<file path="src/rtl/countdown_timer_pkg.sv">
// Shared constants and types for the M:SS BCD countdown timer.
package countdown_timer_pkg;

  typedef logic [3:0] bcd_digit_t;

  localparam bcd_digit_t SEC_ONES_MAX = 4'd9;
  localparam bcd_digit_t SEC_TENS_MAX = 4'd5;
  localparam bcd_digit_t MINS_MAX     = 4'd9;

  // Minutes load values above 9 are not BCD; saturate them to 9.
  function automatic bcd_digit_t clamp_mins(input logic [3:0] v);
    return (v > MINS_MAX) ? MINS_MAX : v;
  endfunction

endpackage

</file>
<file path="src/rtl/bcd_down_digit.sv">
// One BCD down-counting digit with synchronous load and wrap-to-MAX borrow.
module bcd_down_digit
  import countdown_timer_pkg::*;
#(
  parameter bcd_digit_t MAX = 4'd9
) (
  input  logic       clock,
  input  logic       clrn,
  input  logic       load,
  input  bcd_digit_t load_val,
  input  logic       dec,
  output bcd_digit_t q,
  output logic       borrow
);

  bcd_digit_t q_q;
  bcd_digit_t q_d;

  // Next digit value: load wins over decrement; 0 wraps to MAX on decrement.
  always_comb begin
    q_d = q_q;
    if (load) begin
      q_d = load_val;
    end else if (dec) begin
      q_d = (q_q == '0) ? MAX : q_q - 4'd1;
    end
  end

  // Digit register, cleared asynchronously.
  always_ff @(posedge clock or negedge clrn) begin
    if (!clrn) begin
      q_q <= '0;
    end else begin
      q_q <= q_d;
    end
  end

  assign q      = q_q;
  assign borrow = dec && (q_q == '0);

endmodule

</file>
<file path="src/rtl/countdown_timer.sv">
// Three-digit M:SS BCD countdown timer; stops and holds at 0:00.
module countdown_timer
  import countdown_timer_pkg::*;
(
  input  logic       clock,
  input  logic       clrn,
  input  logic [3:0] data,
  input  logic       loadn,
  input  logic       enable,
  output logic [3:0] sec_ones,
  output logic [3:0] sec_tens,
  output logic [3:0] mins,
  output logic       zero
);

  logic       load;
  logic       ones_dec;
  logic       ones_borrow;
  logic       tens_borrow;
  logic       mins_borrow;
  bcd_digit_t mins_load_val;

  // Load and count gating; the zero term keeps 0:00 from wrapping to 9:59.
  always_comb begin
    load          = !loadn;
    ones_dec      = loadn && enable && !zero;
    mins_load_val = clamp_mins(data);
  end

  bcd_down_digit #(.MAX(SEC_ONES_MAX)) u_sec_ones (
    .clock    (clock),
    .clrn     (clrn),
    .load     (load),
    .load_val ('0),
    .dec      (ones_dec),
    .q        (sec_ones),
    .borrow   (ones_borrow)
  );

  bcd_down_digit #(.MAX(SEC_TENS_MAX)) u_sec_tens (
    .clock    (clock),
    .clrn     (clrn),
    .load     (load),
    .load_val ('0),
    .dec      (ones_borrow),
    .q        (sec_tens),
    .borrow   (tens_borrow)
  );

  bcd_down_digit #(.MAX(MINS_MAX)) u_mins (
    .clock    (clock),
    .clrn     (clrn),
    .load     (load),
    .load_val (mins_load_val),
    .dec      (tens_borrow),
    .q        (mins),
    .borrow   (mins_borrow)
  );

  // Combinational terminal-count decode of the registered digits.
  always_comb begin
    zero = (mins == '0) && (sec_tens == '0) && (sec_ones == '0);
  end

  // The minutes borrow can only fire at 0:00, which the gating above blocks.
  logic unused_borrow;
  assign unused_borrow = mins_borrow;

endmodule

</file>
<file path="config.mk">
export PLATFORM = sky130hd
export DESIGN_NAME = countdown_timer
export DESIGN_NICKNAME = d
export VERILOG_FILES = /design/src/rtl/countdown_timer_pkg.sv /design/src/rtl/bcd_down_digit.sv /design/src/rtl/countdown_timer.sv
export SDC_FILE = /design/constraint.sdc
export NUM_CORES = 1
export LEC_CHECK = 0
export BUFFER_PORTS_ARGS = -buffer_cell sky130_fd_sc_hd__buf_2
export CORE_UTILIZATION = 44
export CTS_CLUSTER_DIAMETER = 80
export DETAILED_ROUTE_END_ITERATION = 8
export PLACE_DENSITY_LB_ADDON = 0.15
export SETUP_SLACK_MARGIN = 0.1
export SLEW_MARGIN = 10
export SYNTH_ARGS = -nofsm -noshare
export SYNTH_HDL_FRONTEND = slang
export SYNTH_SLANG_ARGS = --single-unit
</file>
<file path="constraint.sdc">
create_clock -name clock -period 1.6 [get_ports clock]
set_input_delay 0 -clock clock [delete_from_list [all_inputs] [get_ports clock]]
set_output_delay 0 -clock clock [all_outputs]
set_load 0.02 [all_outputs]
</file>
[Word level (Yosys, flattened, before mapping)]
Cells that the tools add are included.
Storage, ports and cells
  register bits after elaboration: 12
  input bits: 8
Operators by class
  add/subtract/negate cells: 3
  order comparisons: 1
  eq/ne operators: 3
  multiplexer cells: 10
  reductions and logical operators: 10
Operators by type and width (count)
  4-bit two-way mux: 10
  4-bit zero test: 3
  4-bit by 1-bit subtractor with 4-bit output (second input constant): 3
  1-bit logical AND: 6
  2-bit by 1-bit != test with 1-bit output (second input constant): 3
  4-bit > comparator (second input constant): 1
  1-bit zero test: 1

[Depth between registers and ports, before layout]
  depth in word-level cells: 9
  mapped depth: 6
  gate-level depth less buffers: 6

[Hierarchy]
From an unflattened synthesis, not the netlist that was laid out.
Second synthesis, totals
  cell total of the unflattened synthesis: 78
  area, all modules: 740.7 µm²
Modules (own cells, without submodules)
  bcd_down_digit at u_mins ...: instances 2, cells an instance 22, area an instance 231.5 µm², seq. area each 100.1 µm²
  bcd_down_digit at u_sec_tens: instances 1, cells an instance 21, area an instance 201.4 µm², seq. area each 100.1 µm²
  countdown_timer: instances 1, cells an instance 13, area an instance 76.3 µm², seq. area each 0.0 µm²

[Worst setup path after synthesis]
OpenSTA, ideal clock, no wires.
  path type: reg2reg
  from: register u_sec_tens.q_q[0] (netlist: u_sec_tens.q[0])
  to: register u_mins.q_q[1] (netlist: u_mins.q[1])
  arrival time: 1.644 ns
  required time: 1.518 ns
  slack: -0.126 ns
  stages on the path, launching flop included: 7
  period minus slack after synthesis: 1.726 ns
  cells stage by stage: dfrtp_1 > inv_1 > ha_1 > nor3b_4 > nand3_2 > or4_1 > a31oi_1
On the way
  cells in the longest elaborated chain, start to end: 8
RTL lines
  start, declared: RTL line bcd_down_digit.sv:16  | bcd_digit_t q_q;
  start signal, assigned: RTL line bcd_down_digit.sv:34  | q_q <= q_d;
  4-bit zero test (*): RTL line bcd_down_digit.sv:39, countdown_timer.sv:62
  1-bit logical AND (2 in series): RTL line countdown_timer.sv:62  | zero = (mins == '0) && (sec_tens == '0) && (sec_ones == '0);
  1-bit zero test: RTL line countdown_timer.sv:26  | ones_dec = loadn && enable && !zero;
  1-bit logical AND: RTL line countdown_timer.sv:26
  1-bit logical AND: RTL line bcd_down_digit.sv:39  | assign borrow = dec && (q_q == '0);
  1-bit logical AND (*): RTL line bcd_down_digit.sv:39
  2-bit by 1-bit != test with 1-bit output (no line) (*)
  end signal, assigned: RTL line bcd_down_digit.sv:34
  end, declared: RTL line bcd_down_digit.sv:16
Mark *: on every way between the ends. The rest lies on a longest branch, timed or not.
A chain may end at the register's enable or synchronous reset.

[Worst setup path after layout]
  from: register u_sec_tens.q_q[0] (netlist: u_sec_tens.q[0])
  to: register u_sec_tens.q_q[0] (netlist: u_sec_tens.q[0])
On the way
  cells in the longest elaborated chain, start to end: 7
  elaborated cells between the ends (all ways): 11
RTL lines
  parallel branches: the longest is 7 deep, another holds 4-bit by 1-bit subtractor with 4-bit output
Several ways; the timed one is not identified. The select of a mux whose other input is x is not followed.

==> impl_metrics.csv <==
group,metric,value,unit
routing,drtAntennaViolNets,0,
clocking,clk_pin_slew,0.08,ns
cells_and_area,fillCellCount,134,
clocking,numCtsBuffers,3,
die,placementRows,14,
routing,drt_iter0_drc,10,
die,boundaryPins,21,
critical_path,worstSetupStartpointType,"register",
cells_and_area,final_cells,123,
timing,period_share,99.60,%
routing,remaining_drc_errors,1,
global_routing,grt.total_usage,21.77,%
place,placed_area,864.6,sq um
power_and_ir_drop,ir_drop,0.5998,mV
timing,final.min_clock_period,1.594,ns
status,violations,"DRC",
timing,slew_violations,0,
status,status,"complete, but fails checks",
hold_path,hp-class,"input port to register",
place,gp_congestion,0.7023,
synth,syn-num-nets,82,
clocking,clkSinkCount,12,
cells_and_area,multi_input_area,410.4,sq um
global_routing,grt_pass1_vias,653,
cells_and_area,seq_area,305.3,sq um
timing,setup-tns-final,0,ns
timing,setup_viol,0,
place,dp.cells,111,
critical_path,crit_path_end_kind,"register",
cells_and_area,drive_gt1_share,48.60,%
clocking,cts.path.max_buffers,2,
routing,viasPerCell,5.650,
die,dieHeight,42.30,microns
die,die_area,1789,sq um
timing,worstMarginPinSlew,0.3621,ns
clocking,htreeDepth,1,
die,die_w,42.30,microns
synth,yosys_warnings,0,
clocking,insertion_delay,0.27,ns
critical_path,crit_path_max_fanout,4,
cells_and_area,fin_area,980.9,sq um
job,drv_cap,0,
timing,slew_headroom,75.64,%
clocking,cts_tree,"yes",
synth,avgSynthCellArea,9.787,sq um
timing,fin_worst_skew,0.0006179,ns
routing,wl_per_cell,13.34,microns
routing,vias,695,
synth,ys.flop_type,"dfrtp_1",
synth,syn_area,714.4,sq um
die,core_region_area,1506,sq um
cells_and_area,antenna_cells,0,
global_routing,antenna_found_initial,0,
cells_and_area,area_growth,37.30,%
routing,wl,1641,microns
power_and_ir_drop,p_per_area,1102,nW/um^2
synth,async_flop_share,100.0,%
cells_and_area,final_nets,117,
timing,max_freq,627.5,MHz
critical_path,crit_required,1.77,ns
critical_path,path_class,"register to register",
place,place_hpwl,1109,microns
clocking,cts-root-buf,"clkbuf_4",
routing,first_pass_iters,6,
die,initial_core_util,47.43,%
synth,synth-edff-count,0,
global_routing,grt_pass1_wl,2898,microns
synth,syn_inst,73,
global_routing,grt_overflow_total,0,
critical_path,cpMaxStageDelayCell,"dfrtp_2",
critical_path,cp_slowest_stage_delay,0.37,ns
critical_path,path_cells,"inv_2, ha_4, nor3b_4, buf_4, a211o_1, xnor2_1, and2_1",
timing,hold_viol,0,
synth,ys_seq_area_share,42.03,%
place,port_buffers,20,
synth,synth.distinct_cells,35,
synth,ys_seq_elements,12,
global_routing,grt_max_degree,19,
timing,rsz0062_at_grt,"true",
power_and_ir_drop,power_leakage,0.4575,nW
critical_path,crit_arrival,1.77,ns
## cells in the final DEF (no fill, tap or decap), types with 3 or more instances in the layout
cell type,synthesis,final
a31oi_1,3,3
nand3_1,3,3
buf_4,0,11
dfrtp_1,12,8
clkbuf_4,1,3
dfrtp_2,0,4
buf_2,0,19
nand2_1,3,3
nor2_1,8,8
nor2b_1,5,5
a21boi_0,3,3
## sequential cells by signal, summed over array words and instances (netlist names)
register / flops
u_sec_tens.q: 4
u_sec_ones.q: 4
u_mins.q: 4
## critical path, delay by kind of cell (launching register included)
family          cells  cell delay (ns)
compound gates      1             0.34
xor+xnor            1             0.13
fa+ha+maj           1             0.15
buf+inv             2             0.20
flops               1             0.37
simple gates        2             0.29
## through the flow
stage	hold slack, ns	setup WS [ns]	util (%)	total power, W
6_report	0.006363	0.006340	65.12	0.001081
5_1_grt	0.03419	-0.07554	65.12	0.001148
4_1_cts	0.0002870	0.03604	63.79	0.001065
3_5_place_dp	-0.09656	0.02798	57.39	0.0007719
3_3_place_gp	-0.09993	0.04040	57.39	0.0007664
2_1_floorplan	-0.2956	-0.04110	-	0.0006459
## power breakdown
part / internal, W / switching (W) / total (W) / leakage, nW
Sequential: 0.000343 / 0.0000557 / 0.000398 / 0.150
Combinational: 0.000216 / 0.000216 / 0.000432 / 0.287
Clock: 0.000138 / 0.000113 / 0.000251 / 0.0210
Total: 0.000697 / 0.000385 / 0.00108 / 0.458
## cells in the mapped netlist (all sizes together), types with 2 or more instances
cell | n | area [sq um]
inv | 3 | 11.26
nand2 | 3 | 11.26
nand3 | 4 | 25.02
nor4b | 2 | 17.52
a21boi | 3 | 22.52
nor2 | 8 | 30.03
o21ai | 2 | 10.01
a31oi | 3 | 18.77
a31o | 2 | 17.52
a21oi | 2 | 10.01
nor4 | 2 | 18.77
dfrtp | 12 | 300.3
nor2b | 5 | 31.28
or3 | 3 | 20.02
nor3 | 3 | 26.28
## cell families (layout without fill, tap and decap cells)
kind of cell / Yosys count / in the layout / synth area share [%]
simple gates: 36 / 36 / 32.93
compound gates: 17 / 17 / 16.46
flops: 12 / 12 / 42.03
buf+inv: 5 / 39 / 4.028
fa+ha+maj: 1 / 1 / 1.751
xor+xnor: 1 / 1 / 1.226
mux: 1 / 1 / 1.576
## path summary, 6_finish.rpt
path	start	end	slack [ns]	cells after the start
hold reg to reg	u_mins.q[3]	u_mins.q[3]	0.62	2
setup reg to reg	u_sec_tens.q[0]	u_sec_tens.q[0]	0.006	7
min in group asynchronous	clrn	u_sec_tens.q[2]	0.12	2
setup / recovery	u_sec_tens.q[0]	u_sec_tens.q[0]	0.006	7
hold / removal	data[0]	u_mins.q[0]	0.006	3
max in group asynchronous	clrn	u_sec_tens.q[1]	1.24	2
## routing by layer
| layer | track usage, % | wire [microns] | share of wire [%] |
|---|---|---|---|
| met1 | 28.33 | 746 | 45 |
| met2 | 35.38 | 839 | 51 |
| met3 | 2.586 | 42 | 2.6 |
| met4 | 11.25 | 12 | 0.73 |
| met5 | 0 | 0 | 0 |
## cell type report
cell class / instances / share of cell area (%)
multi-input cells: 56 / 41.84
flip-flops and latches: 12 / 31.12
repair buffers: 32 / 20.15
clock buffers: 4 / 3.699
well taps: 16 / 2.041
inverters: 3 / 1.148
## repair_timing
item,in CTS,in global routing
pin swaps,1,4
hold endpoints to repair,13,0
endpoints found under the setup margin,5,11
setup buffers,5,1
hold buffers,2,0
gates resized for setup,1,3
No activity file was read; power rests on OpenSTA's default activity.
